<file path="src/rtl/serial_adder_pkg.sv">
// serial_adder_pkg: shared FSM state encoding and counter-width helper for the serial adder
package serial_adder_pkg;
    typedef enum logic [1:0] {
        IDLE = 2'd0,
        RUN  = 2'd1,
        DONE = 2'd2
    } state_e;

    function automatic int cnt_width(input int w);
        return $clog2(w + 1);
    endfunction
endpackage

</file>
<file path="src/rtl/serial_adder_if.sv">
// serial_adder_if: start/done request bus carrying operands and result of the serial adder
interface serial_adder_if #(parameter int WIDTH = 8);
    logic             start;
    logic [WIDTH-1:0] a;
    logic [WIDTH-1:0] b;
    logic             cin;
    logic             busy;
    logic             done;
    logic [WIDTH-1:0] sum;
    logic             cout;

    modport master (output start, a, b, cin, input busy, done, sum, cout);
    modport slave  (input start, a, b, cin, output busy, done, sum, cout);
endinterface

</file>
<file path="src/rtl/serial_adder_fa.sv">
// serial_adder_fa: one-bit full-adder cell
module serial_adder_fa (
    input  logic a,
    input  logic b,
    input  logic ci,
    output logic s,
    output logic co
);
    assign s  = a ^ b ^ ci;
    assign co = (a & b) | (ci & (a ^ b));
endmodule

</file>
<file path="src/rtl/serial_adder.sv">
// serial_adder: bit-serial adder, one full-adder cell plus registered carry, LSB first
module serial_adder
    import serial_adder_pkg::*;
#(
    parameter  int WIDTH = 8,
    localparam int CNT_W = cnt_width(WIDTH)
) (
    input  logic            clk,
    input  logic            rst,
    serial_adder_if.slave   bus
);
    state_e             state_q, state_d;
    logic               busy_q, busy_d;
    logic               done_q, done_d;
    logic               carry_q, carry_d;
    logic               cout_q, cout_d;
    logic [WIDTH-1:0]   sha_q, sha_d;
    logic [WIDTH-1:0]   shb_q, shb_d;
    logic [WIDTH-1:0]   psum_q, psum_d;
    logic [WIDTH-1:0]   sum_q, sum_d;
    logic [CNT_W-1:0]   cnt_q, cnt_d;
    logic               fa_s, fa_co, last;

    serial_adder_fa u_fa (
        .a  (sha_q[0]),
        .b  (shb_q[0]),
        .ci (carry_q),
        .s  (fa_s),
        .co (fa_co)
    );

    always_comb begin
        state_d = state_q;
        sha_d   = sha_q;
        shb_d   = shb_q;
        psum_d  = psum_q;
        carry_d = carry_q;
        cnt_d   = cnt_q;
        sum_d   = sum_q;
        cout_d  = cout_q;
        last    = cnt_q == CNT_W'(WIDTH - 1);
        if (state_q == RUN) begin
            sha_d   = sha_q >> 1;
            shb_d   = shb_q >> 1;
            psum_d  = {fa_s, psum_q[WIDTH-1:1]};
            carry_d = fa_co;
            cnt_d   = cnt_q + 1'b1;
            state_d = last ? DONE : RUN;
            sum_d   = last ? psum_d : sum_q;
            cout_d  = last ? fa_co : cout_q;
        end else if (!busy_q && bus.start) begin
            sha_d   = bus.a;
            shb_d   = bus.b;
            carry_d = bus.cin;
            cnt_d   = '0;
            state_d = RUN;
        end else begin
            state_d = IDLE;
        end
        busy_d = state_d == RUN;
        done_d = state_d == DONE;
    end

    always_ff @(posedge clk) begin
        if (rst) begin
            state_q <= IDLE;
            busy_q  <= 1'b0;
            done_q  <= 1'b0;
            carry_q <= 1'b0;
            cout_q  <= 1'b0;
            sha_q   <= '0;
            shb_q   <= '0;
            psum_q  <= '0;
            sum_q   <= '0;
            cnt_q   <= '0;
        end else begin
            state_q <= state_d;
            busy_q  <= busy_d;
            done_q  <= done_d;
            carry_q <= carry_d;
            cout_q  <= cout_d;
            sha_q   <= sha_d;
            shb_q   <= shb_d;
            psum_q  <= psum_d;
            sum_q   <= sum_d;
            cnt_q   <= cnt_d;
        end
    end

    assign bus.busy = busy_q;
    assign bus.done = done_q;
    assign bus.sum  = sum_q;
    assign bus.cout = cout_q;
endmodule

</file>
<file path="src/flat_wrapper.sv">
// flat-port wrapper written by rule: the top's interface ports become plain ports
module serial_adder_flat import serial_adder_pkg::*;
#(
    parameter  int WIDTH = 8,
    localparam int CNT_W = cnt_width(WIDTH)
)
  (clk, rst, bus_start, bus_a, bus_b, bus_cin, bus_busy, bus_done, bus_sum, bus_cout);
  serial_adder_if #(.WIDTH(WIDTH)) bus_i ();
  input  logic clk;
  input  logic rst;
  input wire logic [$bits(bus_i.start)-1:0] bus_start;
  input wire logic [$bits(bus_i.a)-1:0] bus_a;
  input wire logic [$bits(bus_i.b)-1:0] bus_b;
  input wire logic [$bits(bus_i.cin)-1:0] bus_cin;
  output wire logic [$bits(bus_i.busy)-1:0] bus_busy;
  output wire logic [$bits(bus_i.done)-1:0] bus_done;
  output wire logic [$bits(bus_i.sum)-1:0] bus_sum;
  output wire logic [$bits(bus_i.cout)-1:0] bus_cout;
  assign bus_i.start = bus_start;
  assign bus_i.a = bus_a;
  assign bus_i.b = bus_b;
  assign bus_i.cin = bus_cin;
  assign bus_busy = bus_i.busy;
  assign bus_done = bus_i.done;
  assign bus_sum = bus_i.sum;
  assign bus_cout = bus_i.cout;
  serial_adder #(.WIDTH(WIDTH)) u_core (.clk(clk), .rst(rst), .bus(bus_i));
endmodule
</file>
<file path="config.mk">
export PLATFORM = sky130hd
export DESIGN_NAME = serial_adder_flat
export DESIGN_NICKNAME = d
export VERILOG_FILES = /design/src/rtl/serial_adder_pkg.sv /design/src/rtl/serial_adder_if.sv /design/src/rtl/serial_adder_fa.sv /design/src/rtl/serial_adder.sv /design/src/flat_wrapper.sv
export SDC_FILE = /design/constraint.sdc
export NUM_CORES = 1
export LEC_CHECK = 0
export ABC_CLOCK_PERIOD_IN_PS = 1450
export CAP_MARGIN = 10
export CORE_ASPECT_RATIO = 1.5
export CORE_UTILIZATION = 40
export DETAILED_ROUTE_END_ITERATION = 8
export DONT_BUFFER_PORTS = 1
export PLACE_DENSITY = 0.55
export SLEW_MARGIN = 5
export SYNTH_ARGS = -nofsm -noshare
export SYNTH_HDL_FRONTEND = slang
export SYNTH_SLANG_ARGS = --single-unit
export TNS_END_PERCENT = 20
</file>
<file path="constraint.sdc">
create_clock -name clk -period 1.45 [get_ports clk]
set_input_delay 0.3625 -clock clk [delete_from_list [all_inputs] [get_ports clk]]
set_output_delay 0.3625 -clock clk [all_outputs]
set_load 0.05 [all_outputs]
</file>
# Word-level counts from Yosys, hierarchy flattened
# Cells that the tools add are included.
[totals] out_inout_bits=11 elab_cells=38 regBits=42
[op_classes] reduce_logical=5 muxes=11 eq_ne=4 n_bitwise=5 addsub=1
[ops] op="two-way mux 7 bit" count=4
[ops] op="two-way mux 4 bit" count=2
[ops] op="adder 4 x 1 -> 4 bit, second input constant" count=1
[ops] op="== test 2 x 1 -> 1 bit, second input constant" count=2
[ops] op="== test 4 x 3 -> 1 bit, second input constant" count=1
[ops] op="two-way mux 2 bit" count=2
[ops] op="two-way mux 1 bit" count=3
[ops] op="AND 1 bit" count=2
[ops] op="== test 2 bit, second input constant" count=1
[ops] op="AND reduction 2 bit" count=1
[ops] op="nonzero test 2 bit" count=1
[ops] op="OR reduction 2 bit" count=1
[ops] op="XOR 1 bit" count=2
[ops] op="logical AND 1 bit" count=1
[ops] op="zero test 1 bit" count=1
[ops] op="bitwise OR 1 bit" count=1

# Logic depth before layout (Yosys ltp)
[logic_depth] ltp_word=5 mapped_depth=5

# By module
# A second synthesis with hierarchy kept.
[hier_totals] hier_cells=157 area_unflattened_um2=1487.7
[modules_own_cells] module="serial_adder" instances=1 cells_each=156 area_each_um2=1467.7
[modules_own_cells] module="serial_adder_fa" instances=1 cells_each=1 area_each_um2=20.0

# Worst setup path after synthesis
# No wires, ideal clock.
[synth_path] path_kind="register to register" start="register u_core.state_q[0]" end="register u_core.cnt_q[3]" path_slack_ns=-0.126 path_stages_with_launch=5 setup_ns=0.121 arrival_time_ns=1.455 n_path_buf=1 cell_sequence="dfxtp_1 > and2b_4 > buf_8 > nand4_2 > mux2_4"
[synth_between] elab_chain_cells=2
[synth_rtl] item="start: declaration" line="serial_adder.sv:12" rtl="state_e state_q, state_d;"
[synth_rtl] item="start signal: assignment" line="serial_adder.sv:77" rtl="state_q <= state_d;"
[synth_rtl] item="== test 2 x 1 -> 1 bit (*)" line="serial_adder.sv:42" rtl="if (state_q == RUN) begin"
[synth_rtl] item="two-way mux 4 bit / nonzero test 2 bit (equally long branches)"
[synth_rtl] item="end signal: assignment" line="serial_adder.sv:86" rtl="cnt_q <= cnt_d;"
[synth_rtl] item="end: declaration" line="serial_adder.sv:21" rtl="logic [CNT_W-1:0] cnt_q, cnt_d;"
# Mark *: on every way between the ends. The rest lies on a longest branch, timed or not.
# A chain may end at the register's enable or synchronous reset.

# Worst setup path after layout
[layout_path] start="register u_core.cnt_q[0]" end="register u_core.sum_q[5], in the netlist u_core.bus.sum[5]"
[layout_between] elab_chain_cells=2
[layout_rtl] item="== test 4 x 3 -> 1 bit" line="serial_adder.sv:41" rtl="last = cnt_q == CNT_W'(WIDTH - 1);"
[layout_rtl] item="AND reduction 2 bit (no line)"
[layout_rtl] item="end signal: assignment" line="serial_adder.sv:85" rtl="sum_q <= sum_d;"
[layout_rtl] item="end: declaration" line="serial_adder.sv:20" rtl="logic [WIDTH-1:0] sum_q, sum_d;"
# Every way passes these cells.

==> results_tabular.tex <==
\begin{tabular}{lr}
\hline
Metric & Value \\
\hline
\multicolumn{2}{l}{\textbf{Outcome}} \\
Status & completed \\
\multicolumn{2}{l}{\textbf{Critical path}} \\
Crit path capture type & flip-flop \\
Cell class contributing the biggest share of worst-path delay & compound AO/OA/AOI/OAI gates \\
Worst EP arrival & 1.51 ns \\
Largest stage delay on the critical path & 0.39 ns \\
Maximum fanout encountered on the critical timing path & 10 \\
Slowest CP cell & dfxtp\_1 \\
Critical setup path kind & flip-flop to flip-flop \\
Kind of launch point of the worst setup path & flip-flop \\
Required time of the critical path & 1.63 ns \\
Total buffers and inverters traversed by the critical path & 0 \\
Cell-by-cell listing of the critical path & ha\_1 -> nor2b\_4 -> a31oi\_4 -> a22o\_1 \\
\multicolumn{2}{l}{\textbf{Floorplan}} \\
Std-Cell Rows & 27 \\
Starting density of the core & 0.4184 \\
Floorplan die area & 4072 µm² \\
Num ports & 31 \\
Chip Width & 52.44 µm \\
Die Ht & 77.66 µm \\
Std-Cell Core Area & 3649 µm² \\
\multicolumn{2}{l}{\textbf{Routing}} \\
Post-DR wirelength/cell & 14.85 µm \\
Number of iterations in the first detailed-routing pass & 4 \\
Count of antenna-violating nets left after detailed routing & 0 \\
Detailed-route vias per instance & 5.691 \\
DR DRC count & 0 \\
1st-iter DRT viols & 41 \\
Vias after detailed routing & 1,161 \\
Final WL & 3029 µm \\
\multicolumn{2}{l}{\textbf{Placement}} \\
Worst-case setup slack after placement & -0.04416 ns \\
Port-buffer cells & 0 \\
Placer's final routability congestion estimate & 0.6907 \\
Post-DP HPWL & 2055 µm \\
Placed cell area & 1582 µm² \\
Cell Count Post-Placement & 195 \\
\multicolumn{2}{l}{\textbf{Clocking}} \\
Post-CTS Repair Setup Buffers & 0 \\
Count of H-tree levels built during CTS & 2 \\
TritonCTS clock tree & done \\
CTS hold repair buffers & 0 \\
Number of buffers created by CTS & 5 \\
CTS sink cnt & 39 \\
Clock transition at path regs & 0.07 ns \\
Root Buffer & clkbuf\_8 \\
Number of buffers between clock root and the deepest sink & 2 \\
Worst skew pair latency & 0.29 ns \\
\multicolumn{2}{l}{\textbf{Power}} \\
Gate power share & 0.091 \\
Sequential share of power & 0.535 \\
Total internal power & 1625 µW \\
Net switching component of the power & 500.4 µW \\
Fraction of power consumed by the clock network & 0.374 \\
Leakage Power & 0.0006146 µW \\
Ratio of total power to cell area & 1247 nW/µm² \\
Switching share of power & 0.2354 \\
Worst vdd rail ir drop & 0.7172 mV \\
\multicolumn{2}{l}{\textbf{Timing}} \\
Maximum achievable frequency & 749.7 MHz \\
Setup slack after layout & 0.1161 ns \\
Unrepaired setup endpoints after global routing & no \\
Final clock skew & 0.006081 ns \\
Total count of max-transition violations in the final report & 0 \\
Hold violation total from the final report & 0 \\
Final setup vio count & 0 \\
Max transition margin & 0.6555 \\
Part of the cycle the worst path needs & 0.9199 \\
Fin crit period & 1.334 ns \\
Worst-Margin Slew & 0.5160 ns \\
\multicolumn{2}{l}{\textbf{Synthesis}} \\
Number of synthesized register bits & 39 \\
Most frequent cell after synthesis & dfxtp\_1 \\
Cell accounting for the most synthesized area & dfxtp\_1 \\
Cell types occupying the most area after synthesis & dfxtp\_1, a21oi\_1, a22oi\_1 \\
Part of the Yosys area used for sequential elements & 0.5115 \\
Top\_reg\_cell synth & dfxtp\_1 \\
EDFF count, synth & 0 \\
Post-synthesis area per instance & 9.785 µm² \\
Fraction of post-synthesis cell area in the top cell type by area & 0.5115 \\
Share of async-settable or async-resettable flops after synthesis & 0 \\
List of most frequent post-synthesis cells & dfxtp\_1, a21oi\_1, nand3\_1 \\
Mapped Cells & 156 \\
Netlist area before placement & 1526 µm² \\
Count of yosys warnings during synthesis & 0 \\
Net count after synthesis & 178 \\
Distinct cells, synth & 25 \\
\multicolumn{2}{l}{\textbf{Finish}} \\
Multi-input combinational cell area & 675.6 µm² \\
Count of nets after finishing & 182 \\
Register cell area after layout & 783.3 µm² \\
Final Instance Count excl. Fillers & 204 \\
Proportion of layout cells with a drive suffix above 1 & 0.1615 \\
Total inserted antenna cells & 0 \\
Finished Cell Area & 1704 µm² \\
Layout overhead on the synthesized area & 11.64\% \\
Filler cell count & 353 \\
\multicolumn{2}{l}{\textbf{GRT}} \\
Via count of the first global-routing pass & 1,120 \\
Grt ovf & 0 \\
Wire length of the first global-routing pass & 4961 µm \\
Antenna violations before repair & 0 \\
Largest net degree at the start of global routing & 32 \\
Total routing resource utilization after global routing & 0.1648 \\
\multicolumn{2}{l}{\textbf{Job}} \\
Max cap viols & 0 \\
\multicolumn{2}{l}{\textbf{Hold path}} \\
Worst hold path type & input pin to flip-flop \\
\hline
\end{tabular}
==> cells by family after synthesis <==
logic type,Yosys count,share of synthesized area
AOI/OAI and AO/OA,51,0.2271
and+or+nand+nor,47,0.1590
DFF,39,0.5115
buffers and inverters,14,0.05819
muxes,3,0.02295
adders and majority gates,2,0.02131
==> flip-flops by register name, summed over array words and instances (netlist names) <==
name / cells
u_core.bus.cout: 1
u_core.bus.done: 1
u_core.bus.sum: 8
u_core.carry_q: 1
u_core.cnt_q: 4
u_core.psum_q: 7
u_core.sha_q: 8
u_core.shb_q: 8
u_core.state_q: 1
==> area by class of cell <==
class / instances / area share
clock buffer: 7 / 0.05653
clock inverter: 1 / 0.004405
multi-input combinational: 104 / 0.3965
sequential: 39 / 0.4596
tap: 43 / 0.03157
timing repair buffer: 10 / 0.05140
==> power by group through the flow <==
stage	combinational (µW)	clock (µW)	sequential, µW
4_1_cts	194	818	1140
6_report	194	794	1140
5_1_grt	216	868	1140
3_5_place_dp	194	0	1160
3_3_place_gp	188	0	1160
2_1_floorplan	160	0	1160
==> path summary, 6_finish.rpt <==
check / from / endpoint / slack, ns / cells past startpoint
worst max-delay path: u_core.cnt_q[0]$_SDFFE_PP0P_ / u_core.bus.sum[5]$_SDFFE_PP0P_ / 0.12 / 4
worst min-delay path: rst / u_core.sha_q[4]$_SDFFE_PP0P_ / 0.13 / 1
worst max register to register: u_core.cnt_q[0]$_SDFFE_PP0P_ / u_core.bus.sum[5]$_SDFFE_PP0P_ / 0.12 / 4
worst min register to register: u_core.sha_q[4]$_SDFFE_PP0P_ / u_core.sha_q[4]$_SDFFE_PP0P_ / 0.46 / 2
==> layout by cell type, fill, tap and decap left out <==
master / instances
mux2i_1: 2
dfxtp_2: 2
a22oi_1: 15
nand3_1: 17
nor2b_4: 1
dfxtp_1: 37
nor3b_1: 1
clkbuf_8: 7
a22o_1: 9
a311oi_1: 1
nand4_2: 1
nand2b_1: 4
nor2_1: 1
clkinvlp_4: 1
nand2_1: 16
and4b_1: 1
and4b_2: 1
a31oi_4: 1
and2b_4: 1
buf_12: 1
and2_1: 1
buf_4: 9
ha_1: 1
nor2b_1: 1
mux2_4: 1
fa_1: 1
nor3_1: 2
a21oi_1: 25
==> metal layers <==
metal  part of all wire  routed length [µm]  global-route usage  vias up
met5                  0                   0                   0        -
met4              0.019                  59             0.07105        0
met2               0.54                1642              0.2924       26
li1                   -                   -                   -      576
met1               0.39                1194              0.1646      553
met3              0.043                 131             0.05882        6
==> per-stage QoR <==
step | TNS (ns) | power [µW] | hold slack (ns) | utilization
after floorplan | 0 | 1325 | 0.4360 | -
after global placement | 0 | 1349 | 0.4354 | 0.4335
after detailed placement | -0.2886 | 1356 | 0.4378 | 0.4335
after CTS | 0 | 2150 | 0.1233 | 0.4623
after global routing | 0 | 2227 | 0.1148 | 0.4671
final | 0 | 2126 | 0.1322 | 0.4671
==> what timing repair did <==
| item | 4_1_cts | 5_1_grt |
|---|---|---|
| pin swaps | 0 | 1 |
| gates cloned | 0 | 1 |
| resized for setup | 1 | 2 |
| setup endpoints to repair | 9 | 9 |
Power figures use the tool's default switching activity.
